--- src/rtl/epmp_mem_arbiter.sv ---
// Two-port memory bus arbiter: the CPU (MAR/MDR path) and the debug host share one wait-stated memory port.
// Optional debug starvation guard is compiled in with `define EPMP_ARB_STARVE_GUARD_EN.
module epmp_mem_arbiter #(
    parameter int ADDR_W       = 8,
    parameter int DATA_W       = 8,
    parameter int WAIT_CYCLES  = 2,
    parameter int STARVE_LIMIT = 4
) (
    input  logic              clk,
    input  logic              Reset,
    input  logic              cpu_read,
    input  logic              cpu_write,
    input  logic [ADDR_W-1:0] cpu_addr,
    input  logic [DATA_W-1:0] cpu_wdata,
    output logic              cpu_ack,
    input  logic              dbg_req,
    input  logic              dbg_we,
    input  logic [ADDR_W-1:0] dbg_addr,
    input  logic [DATA_W-1:0] dbg_wdata,
    output logic              dbg_ack,
    output logic [DATA_W-1:0] rd_data,
    output logic              mem_en,
    output logic              mem_we,
    output logic [ADDR_W-1:0] mem_addr,
    output logic [DATA_W-1:0] mem_wdata,
    input  logic [DATA_W-1:0] mem_rdata,
    output logic              busy
);

    localparam int CNT_W = (WAIT_CYCLES > 0) ? $clog2(WAIT_CYCLES + 1) : 1;

    typedef enum logic [1:0] {
        IDLE   = 2'd0,
        ACCESS = 2'd1,
        DONE   = 2'd2
    } state_t;

    // Handshake: each requester holds a level request until its one-cycle ack and
    // drops it in the cycle after; requests are only looked at while in IDLE, so a
    // request still high when the arbiter is back in IDLE starts a new access.
    state_t state;
    state_t state_next;

    logic              owner_dbg;
    logic              lat_we;
    logic [ADDR_W-1:0] lat_addr;
    logic [DATA_W-1:0] lat_wdata;
    logic [CNT_W-1:0]  wait_cnt;

    logic cpu_req;
    logic guard_trip;
    logic grant_cpu;
    logic grant_dbg;

    assign cpu_req = cpu_read | cpu_write;

    always_ff @(posedge clk) begin
        if (Reset) begin
            state <= IDLE;
        end else begin
            state <= state_next;
        end
    end

    always_comb begin
        state_next = state;
        grant_cpu  = 1'b0;
        grant_dbg  = 1'b0;
        mem_en     = 1'b0;
        mem_we     = 1'b0;
        mem_addr   = '0;
        mem_wdata  = '0;
        cpu_ack    = 1'b0;
        dbg_ack    = 1'b0;
        busy       = 1'b0;
        case (state)
            IDLE: begin
                if (cpu_req && !guard_trip) begin
                    grant_cpu  = 1'b1;
                    state_next = ACCESS;
                end else if (dbg_req) begin
                    grant_dbg  = 1'b1;
                    state_next = ACCESS;
                end
            end
            ACCESS: begin
                busy      = 1'b1;
                mem_en    = 1'b1;
                mem_we    = lat_we;
                mem_addr  = lat_addr;
                mem_wdata = lat_wdata;
                if (wait_cnt == '0) begin
                    state_next = DONE;
                end
            end
            DONE: begin
                busy       = 1'b1;
                cpu_ack    = !owner_dbg;
                dbg_ack    = owner_dbg;
                state_next = IDLE;
            end
            default: begin
                state_next = IDLE;
            end
        endcase
    end

    // Access registers: the memory port sees only the values captured at grant time.
    always_ff @(posedge clk) begin
        if (Reset) begin
            owner_dbg <= 1'b0;
            lat_we    <= 1'b0;
            lat_addr  <= '0;
            lat_wdata <= '0;
            wait_cnt  <= '0;
            rd_data   <= '0;
        end else begin
            if (grant_cpu) begin
                owner_dbg <= 1'b0;
                lat_we    <= cpu_write;
                lat_addr  <= cpu_addr;
                lat_wdata <= cpu_wdata;
                wait_cnt  <= CNT_W'(WAIT_CYCLES);
            end else if (grant_dbg) begin
                owner_dbg <= 1'b1;
                lat_we    <= dbg_we;
                lat_addr  <= dbg_addr;
                lat_wdata <= dbg_wdata;
                wait_cnt  <= CNT_W'(WAIT_CYCLES);
            end
            if (state == ACCESS) begin
                if (wait_cnt == '0) begin
                    if (!lat_we) begin
                        rd_data <= mem_rdata;
                    end
                end else begin
                    wait_cnt <= wait_cnt - CNT_W'(1);
                end
            end
        end
    end

`ifdef EPMP_ARB_STARVE_GUARD_EN
    localparam int SC_W = $clog2(STARVE_LIMIT + 1);

    logic [SC_W-1:0] starve_cnt;

    // Counts CPU grants taken while debug was waiting; debug wins once it reaches the limit.
    always_ff @(posedge clk) begin
        if (Reset) begin
            starve_cnt <= '0;
        end else if (grant_dbg) begin
            starve_cnt <= '0;
        end else if (state == IDLE && !dbg_req) begin
            starve_cnt <= '0;
        end else if (grant_cpu && dbg_req) begin
            starve_cnt <= starve_cnt + SC_W'(1);
        end
    end

    assign guard_trip = (starve_cnt == SC_W'(STARVE_LIMIT));
`else
    assign guard_trip = 1'b0;
`endif

endmodule

--- config.mk ---
export PLATFORM = sky130hd
export DESIGN_NAME = epmp_mem_arbiter
export DESIGN_NICKNAME = d
export VERILOG_FILES = /design/src/rtl/epmp_mem_arbiter.sv
export SDC_FILE = /design/constraint.sdc
export NUM_CORES = 1
export LEC_CHECK = 0
export CAP_MARGIN = 15
export CORE_MARGIN = 5
export CORE_UTILIZATION = 34
export CTS_BUF_LIST = sky130_fd_sc_hd__clkbuf_16
export DETAILED_ROUTE_END_ITERATION = 7
export PLACE_DENSITY = 0.75
export RECOVER_POWER = 100
export SKIP_LAST_GASP = 1
export SYNTH_ARGS = -nofsm -noshare
export SYNTH_HDL_FRONTEND = slang
export SYNTH_SLANG_ARGS = --single-unit
export TNS_END_PERCENT = 10
--- constraint.sdc ---
create_clock -name clk -period 2.8 [get_ports clk]
set_input_delay 0.56 -clock clk [delete_from_list [all_inputs] [get_ports clk]]
set_output_delay 0.56 -clock clk [all_outputs]
set_load 0.02 [all_outputs]
==> summary.md <==
| Metric | Value |
|---|---|
| Result of the run | `finished clean` |
| Final Hold Vio Count | `0` |
| Sequential cell area fraction in the yosys report | `0.364` |
| Least setup slack across all paths after layout | `between 300 and 400 ps` |
| Clock edge transition at the registers on the reported setup and hold paths | `roughly 50 ps` |
| Critical Path RT | `~2200 ps` |
| Number of buffers inserted to repair setup after CTS | `0` |
| # DRC | `0` |
| Async set or reset register ratio after synthesis | `0` |
| Post-CTS resize count | `0` |
| Via density per instance | `4.88` |
| Average wire per cell in the routed design | `between 10 and 15 um` |
| Vias after detailed routing | `roughly 1,700` |
| Syn avg cell area | `between 8 and 9 um2` |
| Biggest area consumer among synthesized cells | `sky130_fd_sc_hd__dfxtp_1` |
| Chip Width | `~80 um` |
| Standard-cell row count | `25` |
| F_max | `0.402 GHz` |
| Number of I/O port buffers | `74` |
| Flip-flop and latch count after synthesis | `30` |
| CTS tree | `yes` |
| Switching share of total power | `0.324` |
| Pwr per Cell Area | `642 nW/um2` |
| Antenna violations before repair | `0` |
| Number of buffers added to fix hold violations after cts | `0` |
| Cts bufs inserted | `5` |
| Starting density of the core | `0.349` |
| Detailed Route WL | `~4.8 mm` |
| Maximum buffer depth of the clock tree | `2` |
| Number of standard cells after synthesis | `204` |
| Area contributors post-synth | `sky130_fd_sc_hd__dfxtp_1, sky130_fd_sc_hd__nor3b_1, sky130_fd_sc_hd__o21bai_1` |
| Element type at the critical path start | `flip-flop` |
| Pre-antenna DRT Iters | `4` |
| Setup repair after global routing missed its margin | `false` |
| Total routing resource utilization after global routing | `0.152` |
| Count of flip-flops with a built-in enable after synthesis | `0` |
| Max transition margin | `0.107` |
| Fill cell total of the finished layout | `about 470` |
| # placed instances | `~330` |
| Fin area | `about 2600 um2` |
| Detail Placement HPWL | `about 3.4 mm` |
| Setup Crit Path Kind | `reg2out` |
| Class of the tightest hold or removal check | `reg2reg` |
| Setup TNS after final layout | `0 ps` |
| Count leader, synth | `sky130_fd_sc_hd__dfxtp_1` |
| Warnings, synthesis | `0` |
| Die Ht | `about 80 um` |
| Area of the mapped netlist | `between 1500 and 2000 um2` |
| Combinational fraction of design power | `0.353` |
| Setup WS pre-CTS | `approximately 350 ps` |
| Count of nets left with antenna violations after detail routing | `0` |
| Final antenna diode count | `0` |
| Internal power | `around 1.1 mW` |
| Global-route wire length before repair | `7.64 mm` |
| Multi-input gate area in the final layout | `936 um2` |
| Residual overflow from global routing | `0` |
| Count of final max-slew check failures | `0` |
| Endpoint type of the worst setup path | `output port` |
| Final setup violation count | `0` |
| Standard cell area after detailed placement | `2420 um2` |
| Leading post-synthesis cells by instance count | `sky130_fd_sc_hd__dfxtp_1, sky130_fd_sc_hd__and2_1, sky130_fd_sc_hd__nor2_1, sky130_fd_sc_hd__nor3_1, sky130_fd_sc_hd__nand2_1` |
| Post-route core utilization | `0.542` |
| Pin count of the biggest net entering global routing | `between 40 and 50` |
| Most instantiated flip-flop cell in the synthesis netlist | `sky130_fd_sc_hd__dfxtp_1` |
| Clock root buffer | `sky130_fd_sc_hd__clkbuf_16` |
| LEAKAGE | `just over 1 nW` |
| Via count of the first global-routing pass | `about 1,600` |
| Power dissipated by switching net loads | `0.533 mW` |
| Clock Skews | `between 5 and 6 ps` |
| Worst hold margin | `roughly 450 ps` |
| Number of H-tree levels | `2` |
| Drt first-iter violations | `between 100 and 150` |
| Actual slew at the worst max-slew pin | `1320 ps` |
| Non-filler instance count after layout | `343` |
| Setup slack, reg-to-reg | `470 ps` |
| Number of maximum-capacitance constraint violations | `0` |
| Worst VDD drop | `310 uV` |
| Post-synthesis net count | `approximately 250` |
| Nets@finish | `325` |
| Biggest fanout along the worst timing path | `15` |
| Area growth syn-to-layout | `55.2%` |
| Layout cell share with drive strength beyond 1 | `0.0471` |
| Top-Level Pins | `75` |
| Time the worst path needs with I/O delays and setup | `around 2500 ps` |
| Die outline area | `between 6000 and 7000 um2` |
| Clock latency on the worst-skew pair | `around 270 ps` |
| Power, Total | `~1.6 mW` |
| Seq pwr share | `0.345` |
| Final Cycle Share | `0.889` |
| Area of the core | `approximately 4700 um2` |
| Area share of the largest cell type after synthesis | `0.364` |
| Total area of sequential cells | `about 600 um2` |
| Final weighted congestion in routability-driven placement | `0.691` |
| Clock network power share | `0.302` |
| Distinct cells, synth | `31` |
| Count of clock tree sinks | `30` |
| CP Data Arrival Time | `slightly below 2000 ps` |
[registers in the layout (all words and copies together), names as in the netlist]
signal     count
wait_cnt       2
lat_addr       8
state          2
rd_data        8
lat_wdata      8
lat_we         1
owner_dbg      1
[power groups by stage]
stage	Sequential, mW	Clock, mW	Combinational [mW]
after detailed placement	0.577	0	0.604
after global placement	0.570	0	0.593
after global routing	0.580	0.536	0.637
after floorplan	0.579	0	0.360
after CTS	0.569	0.506	0.607
final	0.567	0.496	0.581
[cell type report]
cell class | instances | area share
inverter | 3 | 0.00440
sequential | 30 | 0.235
multi-input combinational | 154 | 0.366
clock buffer | 5 | 0.0489
timing repair buffer | 81 | 0.309
tap | 67 | 0.0327
clock inverter | 3 | 0.00489
[path summary, 6_finish.rpt]
kind / cells after the start / endpoint / start
min: 2 / rd_data[1]$_SDFFE_PP0P_ / rd_data[1]$_SDFFE_PP0P_
max reg2reg: 6 / rd_data[2]$_SDFFE_PP0P_ / state[1]$_SDFFE_PP0P_
max: 5 / mem_addr[2] / state[1]$_SDFFE_PP0P_
min reg2reg: 2 / rd_data[1]$_SDFFE_PP0P_ / rd_data[1]$_SDFFE_PP0P_
[worst max-delay path, stage by stage, from the launching register on]
cell,delay [ps]
sky130_fd_sc_hd__dfxtp_1,320
sky130_fd_sc_hd__inv_1,100
sky130_fd_sc_hd__ha_1,180
sky130_fd_sc_hd__clkbuf_2,270
sky130_fd_sc_hd__and2_1,190
sky130_fd_sc_hd__clkdlybuf4s50_1,600
[layer usage]
layer / share of wire / GRT usage / vias to the layer above
li1: - / - / 856
met1: 0.45 / 0.183 / 760
met2: 0.47 / 0.263 / 57
met3: 0.083 / 0.0519 / 2
met4: 0.0025 / 0.0275 / 0
met5: 0 / 0 / -
[kinds of logic (layout without fill, tap and decap cells)]
group | Yosys count | in the layout | synth area share
xor gates and xnor gates | 1 | 1 | 0.00531
AOI/OAI and AO/OA | 35 | 35 | 0.142
and+or+nand+nor | 113 | 113 | 0.388
adders and majority gates | 4 | 4 | 0.0304
buffers and inverters | 20 | 92 | 0.0645
muxes | 1 | 1 | 0.00607
DFF | 30 | 30 | 0.364
[cell usage in the layout, fill, tap and decap left out, drive strengths merged, types with 2 or more instances in the layout]
cell / instances
nand3b: 2
nor3: 18
nand2: 17
buf: 5
clkbuf: 7
a21oi: 12
nor4: 16
nor3b: 16
o21ai: 2
o21bai: 16
nor2: 18
clkinv: 2
o21a: 2
ha: 4
inv: 4
dfxtp: 30
dlygate4sd3: 23
clkdlybuf4s50: 51
nand2b: 2
and2: 18
Note: power is estimated with default switching activity, not from simulation.
